$ cat config.mk
export PLATFORM = sky130hd
export DESIGN_NAME = fft_ref_stream_ctrl
export DESIGN_NICKNAME = d
export VERILOG_FILES = /design/src/rtl/fft_ref_stream_pkg.sv /design/src/rtl/fft_ref_stream_ctrl_skid_fifo2.sv /design/src/rtl/fft_ref_stream_ctrl.sv
export SDC_FILE = /design/constraint.sdc
export NUM_CORES = 1
export LEC_CHECK = 0
export BUFFER_PORTS_ARGS = -buffer_cell sky130_fd_sc_hd__buf_2
export CAP_MARGIN = 40
export CELL_PAD_IN_SITES_DETAIL_PLACEMENT = 0
export CELL_PAD_IN_SITES_GLOBAL_PLACEMENT = 1
export CORE_ASPECT_RATIO = 0.8
export CORE_MARGIN = 5
export CORE_UTILIZATION = 45
export DETAILED_ROUTE_END_ITERATION = 16
export PLACE_DENSITY = 0.81
export SLEW_MARGIN = 20
export SYNTH_ARGS = -nofsm -noshare
export SYNTH_HDL_FRONTEND = slang
export SYNTH_SLANG_ARGS = --single-unit
$ cat constraint.sdc
create_clock -name clk_i -period 10.6 [get_ports clk_i]
set_clock_uncertainty 0.05 [all_clocks]
set_input_delay 1.59 -clock clk_i [delete_from_list [all_inputs] [get_ports clk_i]]
set_output_delay 1.59 -clock clk_i [all_outputs]
set_load 0.1 [all_outputs]
$ cat src/rtl/fft_ref_stream_pkg.sv
// Shared types for the golden-FFT reference stream sequencer and its skid FIFO.
package fft_ref_stream_pkg;

  typedef enum logic [1:0] {
    S_IDLE  = 2'd0,
    S_FETCH = 2'd1,
    S_DRAIN = 2'd2,
    S_DONE  = 2'd3
  } state_e;

  // FIFO entries are packed {sof, last, data}; sideband bit positions sit above the data field.
  localparam int SB_BITS     = 2;
  localparam int SB_SOF      = 1;
  localparam int SB_LAST     = 0;
  localparam int FRAME_CNT_W = 16;

endpackage

$ cat src/rtl/fft_ref_stream_ctrl_skid_fifo2.sv
// Two-entry registered FIFO used to absorb ROM read latency under stream backpressure.
module ref_skid_fifo2 #(
  parameter int WIDTH = 34
) (
  input  logic             clk_i,
  input  logic             rst_ni,
  input  logic             flush_i,
  input  logic             push_i,
  input  logic             pop_i,
  input  logic [WIDTH-1:0] wdata_i,
  output logic [WIDTH-1:0] rdata_o,
  output logic             full_o,
  output logic             empty_o,
  output logic [1:0]       count_o
);

  logic [WIDTH-1:0] mem_q [2];
  logic             wr_ptr_q;
  logic             rd_ptr_q;
  logic [1:0]       cnt_q;
  logic             do_push;
  logic             do_pop;

  assign full_o  = (cnt_q == 2'd2);
  assign empty_o = (cnt_q == 2'd0);
  assign count_o = cnt_q;
  assign rdata_o = mem_q[rd_ptr_q];

  // A push into a full FIFO is accepted only when the head leaves in the same cycle.
  assign do_push = push_i && (!full_o || pop_i);
  assign do_pop  = pop_i && !empty_o;

  always_ff @(posedge clk_i or negedge rst_ni) begin
    if (!rst_ni) begin
      mem_q    <= '{default: '0};
      wr_ptr_q <= 1'b0;
      rd_ptr_q <= 1'b0;
      cnt_q    <= 2'd0;
    end else if (flush_i) begin
      wr_ptr_q <= 1'b0;
      rd_ptr_q <= 1'b0;
      cnt_q    <= 2'd0;
    end else begin
      if (do_push) begin
        mem_q[wr_ptr_q] <= wdata_i;
        wr_ptr_q        <= ~wr_ptr_q;
      end
      if (do_pop) begin
        rd_ptr_q <= ~rd_ptr_q;
      end
      case ({do_push, do_pop})
        2'b10:   cnt_q <= cnt_q + 2'd1;
        2'b01:   cnt_q <= cnt_q - 2'd1;
        default: cnt_q <= cnt_q;
      endcase
    end
  end

endmodule

$ cat src/rtl/fft_ref_stream_ctrl.sv
// Replays NUM_FRAMES frames of FRAME_LEN words from a sync-read golden ROM as a
// valid/ready stream with sof/last framing.
module fft_ref_stream_ctrl
  import fft_ref_stream_pkg::*;
#(
  parameter int ADDR_WIDTH = 10,
  parameter int DATA_WIDTH = 32,
  parameter int FRAME_LEN  = 1024,
  parameter int NUM_FRAMES = 1
) (
  input  logic                   clk_i,
  input  logic                   rst_ni,
  input  logic                   start_i,
  input  logic                   abort_i,
  output logic [ADDR_WIDTH-1:0]  rom_addr_o,
  input  logic [DATA_WIDTH-1:0]  rom_data_i,
  output logic [DATA_WIDTH-1:0]  m_data_o,
  output logic                   m_valid_o,
  input  logic                   m_ready_i,
  output logic                   m_sof_o,
  output logic                   m_last_o,
  output logic                   busy_o,
  output logic                   done_o,
  output logic [FRAME_CNT_W-1:0] frame_cnt_o
);

  localparam int TOTAL = FRAME_LEN * NUM_FRAMES;
  localparam int IDX_W = $clog2(TOTAL);
  localparam int WIN_W = $clog2(FRAME_LEN);
  localparam int FW    = DATA_WIDTH + SB_BITS;

  state_e                 state_q, state_d;
  logic [IDX_W-1:0]       idx_q, idx_d;
  logic [WIN_W-1:0]       win_q, win_d;
  logic [ADDR_WIDTH-1:0]  addr_q, addr_d;
  logic [FRAME_CNT_W-1:0] fcnt_q, fcnt_d;
  logic                   issued_q, issued_d;
  logic [SB_BITS-1:0]     sb_iss_q, sb_iss_d;
  logic                   inflight_q, inflight_d;
  logic [SB_BITS-1:0]     sb_inf_q, sb_inf_d;

  logic          pop, push, issue, accept_start, final_beat;
  logic          fifo_full, fifo_empty;
  logic [1:0]    fifo_cnt;
  logic [2:0]    credit_use;
  logic [FW-1:0] fifo_rdata;

  // rom_data_i stays stable while rom_addr is unchanged, so an unpushed word can
  // wait on the ROM output; the credit keeps a new issue from disturbing it.
  assign pop        = m_valid_o && m_ready_i;
  assign push       = inflight_q && (!fifo_full || pop) && !abort_i;
  assign credit_use = 3'(fifo_cnt) + 3'(inflight_q) - 3'(pop);
  assign issue      = (state_q == S_FETCH) && !abort_i && (credit_use < 3'd2);
  assign accept_start = (state_q == S_IDLE) && start_i && !abort_i;
  assign final_beat = pop && m_last_o && (fcnt_q == FRAME_CNT_W'(NUM_FRAMES - 1));

  always_comb begin
    state_d = state_q;
    idx_d   = idx_q;
    win_d   = win_q;
    addr_d  = addr_q;
    fcnt_d  = fcnt_q;
    if (pop && m_last_o && !abort_i) begin
      fcnt_d = fcnt_q + 1'b1;
    end
    if (issue) begin
      addr_d = ADDR_WIDTH'(idx_q);
      idx_d  = idx_q + 1'b1;
      win_d  = (win_q == WIN_W'(FRAME_LEN - 1)) ? '0 : win_q + 1'b1;
    end
    unique case (state_q)
      S_IDLE: begin
        if (accept_start) begin
          state_d = S_FETCH;
          idx_d   = '0;
          win_d   = '0;
          fcnt_d  = '0;
        end
      end
      S_FETCH: if (issue && (idx_q == IDX_W'(TOTAL - 1))) state_d = S_DRAIN;
      S_DRAIN: if (final_beat) state_d = S_DONE;
      S_DONE:  state_d = S_IDLE;
      default: state_d = S_IDLE;
    endcase
    if (abort_i) begin
      state_d = S_IDLE;
    end
  end

  always_comb begin
    issued_d   = 1'b0;
    sb_iss_d   = sb_iss_q;
    inflight_d = inflight_q;
    sb_inf_d   = sb_inf_q;
    if (abort_i) begin
      inflight_d = 1'b0;
    end else begin
      issued_d = issue;
      if (issue) begin
        sb_iss_d = {win_q == '0, win_q == WIN_W'(FRAME_LEN - 1)};
      end
      if (issued_q) begin
        inflight_d = 1'b1;
        sb_inf_d   = sb_iss_q;
      end else if (push) begin
        inflight_d = 1'b0;
      end
    end
  end

  always_ff @(posedge clk_i or negedge rst_ni) begin
    if (!rst_ni) begin
      state_q    <= S_IDLE;
      idx_q      <= '0;
      win_q      <= '0;
      addr_q     <= '0;
      fcnt_q     <= '0;
      issued_q   <= 1'b0;
      sb_iss_q   <= '0;
      inflight_q <= 1'b0;
      sb_inf_q   <= '0;
    end else begin
      state_q    <= state_d;
      idx_q      <= idx_d;
      win_q      <= win_d;
      addr_q     <= addr_d;
      fcnt_q     <= fcnt_d;
      issued_q   <= issued_d;
      sb_iss_q   <= sb_iss_d;
      inflight_q <= inflight_d;
      sb_inf_q   <= sb_inf_d;
    end
  end

  ref_skid_fifo2 #(
    .WIDTH(FW)
  ) u_fifo (
    .clk_i  (clk_i),
    .rst_ni (rst_ni),
    .flush_i(abort_i),
    .push_i (push),
    .pop_i  (pop),
    .wdata_i({sb_inf_q, rom_data_i}),
    .rdata_o(fifo_rdata),
    .full_o (fifo_full),
    .empty_o(fifo_empty),
    .count_o(fifo_cnt)
  );

  assign rom_addr_o  = addr_q;
  assign m_valid_o   = !fifo_empty;
  assign m_data_o    = m_valid_o ? fifo_rdata[DATA_WIDTH-1:0] : '0;
  assign m_sof_o     = m_valid_o && fifo_rdata[DATA_WIDTH+SB_SOF];
  assign m_last_o    = m_valid_o && fifo_rdata[DATA_WIDTH+SB_LAST];
  assign busy_o      = (state_q == S_FETCH) || (state_q == S_DRAIN);
  assign done_o      = (state_q == S_DONE);
  assign frame_cnt_o = fcnt_q;

endmodule

After elaboration in Yosys (flattened, before gate mapping) --
Cells that the tools add are included.
Operators by class: add/sub/neg operators 7, magnitude comparators 4, bitwise logic cells 5, reduce and logical (&&, ||, !) cells 33, equality and inequality tests 11, mux-type cells 32
Operators by type and width (number):
- 34-bit two-way mux | 4
- 10-bit two-way mux | 7
- 68-bit bitwise mux | 1
- 16-bit two-way mux | 3
- 34-bit demux with 1-bit select | 1
- 32-bit two-way mux | 1
- 10-bit by 1-bit adder with 10-bit output, second input constant | 2
- 10-bit equality test, second input constant | 2
- 16-bit by 1-bit adder with 16-bit output, second input constant | 1
- 1-bit logical AND | 16
- 16-bit zero test | 1
- 10-bit zero test | 1
- 2-bit two-way mux | 5
- 3-bit inequality test, second input constant | 3
- 2-bit equality test, second input constant | 4
- 1-bit two-way mux | 8
- 2-bit one-hot mux with 4 select lines | 1
- 2-bit AND reduction | 3
- 3-bit nonzero test | 2
- 2-bit by 1-bit equality test with 1-bit output, second input constant | 2
- 2-bit greater-or-equal comparator, second input constant | 2
- 2-bit zero test | 2
- 1-bit NOT with 2-bit output | 2
- 2-bit one-hot mux with 2 select lines | 1
- other kinds (11) | 17
Storage, ports and cells: register bits 126, word-level logic and storage cells 106, bits of input ports 37, output and inout port bits 63

Longest topological paths before layout --
depth after elaboration 10, depth in mapped cells 13

Hierarchy --
Synthesis repeated with hierarchy kept, for this count alone.
Unflattened totals: cell total of the unflattened synthesis 528, area total of the unflattened synthesis 6207.2 µm²
By module, submodules not included:
- ref_skid_fifo2 | area each 3296.9 µm², instances 1, cells each 206
- fft_ref_stream_ctrl | area each 2910.3 µm², instances 1, cells each 322

Worst setup path after synthesis --
Ideal clock, no wire load.
path type input-to-reg, start point input port m_ready_i, end point register state_q[0], path slack 5.986 ns, required time 10.425 ns, buffers on the path 0, cell stages on the path 10, arrival 4.439 ns, cell sequence o21ai_1 -> inv_1 -> ha_1 -> nand2b_1 -> fa_1 -> xor2_2 -> or4_4 -> or3_1 -> a311o_1 -> mux2_4
On the way: longest elaborated chain between the ends 7
RTL lines:
- start: declaration | line fft_ref_stream_ctrl.sv:19 | input logic m_ready_i,
- 1-bit logical AND (*) | line fft_ref_stream_ctrl.sv:50 | assign pop = m_valid_o && m_ready_i;
- 3-bit by 1-bit subtractor with 3-bit output | line fft_ref_stream_ctrl.sv:52 | assign credit_use = 3'(fifo_cnt) + 3'(inflight_q) - 3'(pop);
- 3-bit by 2-bit < comparator with 1-bit output | line fft_ref_stream_ctrl.sv:53 | assign issue = (state_q == S_FETCH) && !abort_i && (credit_use < 3'd2);
- 1-bit logical AND | line fft_ref_stream_ctrl.sv:53
- 1-bit logical AND | line fft_ref_stream_ctrl.sv:80 | S_FETCH: if (issue && (idx_q == IDX_W'(TOTAL - 1))) state_d = S_DRAIN;
- 3-bit inequality test (no line)
- 3-bit AND reduction (no line) (*)
- end signal: assignment | line fft_ref_stream_ctrl.sv:123 | state_q <= state_d;
- end: declaration | line fft_ref_stream_ctrl.sv:32 | state_e state_q, state_d;
Every way passes the cells marked *; elsewhere a longest branch is shown, timed or not. A chain may end at the register's enable or synchronous reset.

Worst setup path in the final report --
Same ends and word-level chain as after synthesis.

==> out/qor.yml <==
floorplanning:
  start_util_pct: 45.9
  die_y_um: 112
  core_sq_mm: 0.0128
  io_pins: 100
  rows: 37
  die_w_um: 138
  dieArea_sq_mm: 0.0155
layout:
  most-common-layout-cells: "125 x dfrtp_1, 98 x buf_2, 80 x mux2_2"
  nNetsFinal: 654
  post-route-util_pct: 55.9
  area_growth_pct: 21.9
  antennaDiodeCount: 0
  final_common_cell: "dfrtp_1"
  final_layout_size_suffix_gt1_share_pct: 37.2
clock_tree:
  path_clk_slew_ns: 0.06
  cts_sinks: 126
  cts_resized: 0
  cts_made_buffers: 17
  tritoncts: "yes"
  clockRootBuffer: "clkbuf_16"
  htreeDepth: 4
  cts_buffer_depth: 2
  cts_setup_buffers: 0
  holdBufCountCts: 0
  insertion_delay_ns: 0.42
power_and_ir_drop:
  ir_drop_uv: 113
  p_leak_nw: 3.47
  p_per_area_mw_per_mm2: 218
drt:
  ant_nets: 0
  viasPerCell: 5.10
  drc: 0
  drt_iter0_markers: 235
  drt_wl_total_um: 12500
  num_vias: 4047
  drtPass1Iterations: 4
  wl_per_cell_um: 15.7
run:
  cap_viol_max_count: 0
grt:
  grt_pass1_vias: 4177
  grt_pass1_wl_um: 20800
  overflow: 0
  grt_start_max_net_pins: 70
  grt.total_usage_pct: 17.2
  antenna_found_initial: 0
sta:
  post-route-min-period_ns: 4.57
  rsz0062_at_grt: "no"
  post-route-period-util_pct: 43.1
  setup_tns_ns: 0
  final_hold_viol_count: 0
  max_freq_mhz: 219
  slew_violations: 0
  slew_headroom_pct: 47.9
  worstMarginPinSlew_ns: 0.774
  setup_viol: 0
yosys:
  synth_edf_count: 0
  yosysWarnings: 0
  synth_flop_cell: "dfrtp_1"
  syn-instance-count: 505
  syn_avg_cell_area_sq_um: 11.7
  synth-seq-area-share_pct: 53.6
  synth.distinct_cells: 41
  yosys_register_bits: 126
  synthesis.nets: 553
  netlist_area_sq_mm: 0.00589
  postSynth.asyncResetShare_pct: 100
setup_path:
  crit_path_cell_trace: "buf_2 > o21ai_1 > inv_1 > ha_1 > nand2b_1 > fa_1 > xor2_2 > or4_4 > or3_1 > a311o_1 > mux2_4"
  crit_type: "primary input to flip-flop"
  critical_path.max_stage_delay_ns: 0.54
  cp-start-kind: "primary input"
  crit_family: "simple AND/OR/NAND/NOR gates"
  crit_fanout: 7
  worstPathBufferInverterCount: 2
  cp_slowest_cell: "or4_4"
  crit_path_end_kind: "flip-flop"
  required_ns: 10.85
  arrival_ns: 4.82
placed_design:
  io_buffers: 99
  place_congestion: 0.795
  dpl.hpwl_um: 8280
status:
  status: "complete, no violations"
min_path:
  hold_class: "flip-flop to flip-flop"
## state kept, by name (all words and copies together), names as in the netlist
signal           cells
rom_addr_o          10
u_fifo.wr_ptr_q      1
win_q               10
u_fifo.mem_q        68
inflight_q           1
u_fifo.count_o       2
state_q              2
frame_cnt_o         16
issued_q             1
u_fifo.rd_ptr_q      1
sb_inf_q             2
sb_iss_q             2
idx_q               10
## area by class of cell
cell class / instances / area [sq um]
tap: 175 / 219
clock buffer: 18 / 439
inverter: 17 / 63.8
clock inverter: 14 / 121
sequential: 126 / 3150
timing repair buffer: 107 / 603
multi-input combinational: 337 / 2570
fill: 1106 / 5650
## stage by stage
| step | worst slack (ns) | std cells | hold WS [ns] | instance area, sq um | power, W |
|---|---|---|---|---|---|
| 2_1_floorplan | 5.99 | 505 | 0.389 | 5890 | 0.000951 |
| 3_3_place_gp | 5.68 | 759 | 0.425 | 6550 | 0.00102 |
| 3_5_place_dp | 5.62 | 760 | 0.418 | 6570 | 0.00103 |
| 4_1_cts | 6.07 | 792 | 0.439 | 7130 | 0.00159 |
| 5_1_grt | 5.91 | 794 | 0.461 | 7170 | 0.00166 |
| 6_report | 6.03 | 794 | 0.431 | 7170 | 0.00157 |
## kinds of logic (layout without fill, tap and decap cells)
logic type / count (synthesis) / count (layout) / synth area share, %
and+or+nand+nor: 157 / 157 / 12.3
muxes: 117 / 117 / 21.7
AOI/OAI and AO/OA: 17 / 17 / 1.83
buffers and inverters: 42 / 156 / 2.85
DFF: 126 / 126 / 53.6
xor gates and xnor gates: 35 / 35 / 5.34
adders and majority gates: 11 / 11 / 2.47
## worst reg2reg max path, delay by kind of cell, from the launching register on
family                   cells  cell delay, ns
AO/OA/AOI/OAI                2            0.86
XOR/XNOR                     1            0.22
adder cells (fa/ha/maj)      2            0.69
buffers and inverters        1            0.10
flip-flops                   1            0.50
multiplexers                 1            0.30
AND/OR/NAND/NOR              3            1.09
## path summary, 6_finish.rpt
path                                               start  slack, ns  depth (start not counted)                           end
max                                            m_ready_i       6.03                         11        state_q[0]$_DFFE_PN0P_
min                              sb_iss_q[1]$_DFFE_PN0P_       0.43                          2       sb_iss_q[1]$_DFFE_PN0P_
max in group asynchronous                         rst_ni       8.47                          4  u_fifo.mem_q[60]$_DFFE_PN0P_
max reg2reg                u_fifo.count_o[1]$_DFFE_PN0P_       6.67                         10        state_q[0]$_DFFE_PN0P_
min reg2reg                      sb_iss_q[1]$_DFFE_PN0P_       0.43                          2       sb_iss_q[1]$_DFFE_PN0P_
min in group asynchronous                         rst_ni       0.91                          1     frame_cnt_o[12]$_DFF_PN0_
## metal layers
metal  up-vias  track usage, %  part of all wire [%]
met5         -               0                     0
met4         0            5.73                   1.1
met3        14            5.11                   5.1
met2        84            27.0                    48
met1      2016            23.0                    46
li1       1933               -                     -
## synth_stat cells, types with 2 or more instances
cell type | count | area share (%)
nand3_1 | 7 | 0.60
nand2_1 | 27 | 1.7
buf_1 | 3 | 0.19
or4b_2 | 2 | 0.34
and4_1 | 2 | 0.30
mux2_2 | 80 | 15
buf_2 | 2 | 0.17
nand2b_1 | 2 | 0.21
dfrtp_1 | 126 | 54
or3_1 | 2 | 0.21
a21oi_1 | 6 | 0.51
ha_1 | 10 | 2.1
clkbuf_1 | 19 | 1.2
nor2_1 | 79 | 5.0
xnor2_1 | 17 | 2.5
nor3_1 | 10 | 0.85
nor3b_1 | 3 | 0.38
mux2i_1 | 36 | 6.1
nand4_1 | 8 | 0.85
o21ai_0 | 4 | 0.34
nor4_1 | 8 | 0.85
inv_1 | 16 | 1.0
xor2_1 | 17 | 2.5
or2_2 | 2 | 0.21
## where the power goes
part	switching, W	internal (W)
Clock	0.000215	0.000327
Combinational	0.000232	0.000145
Sequential	0.0000626	0.000585
No activity file was read; power rests on OpenSTA's default activity.
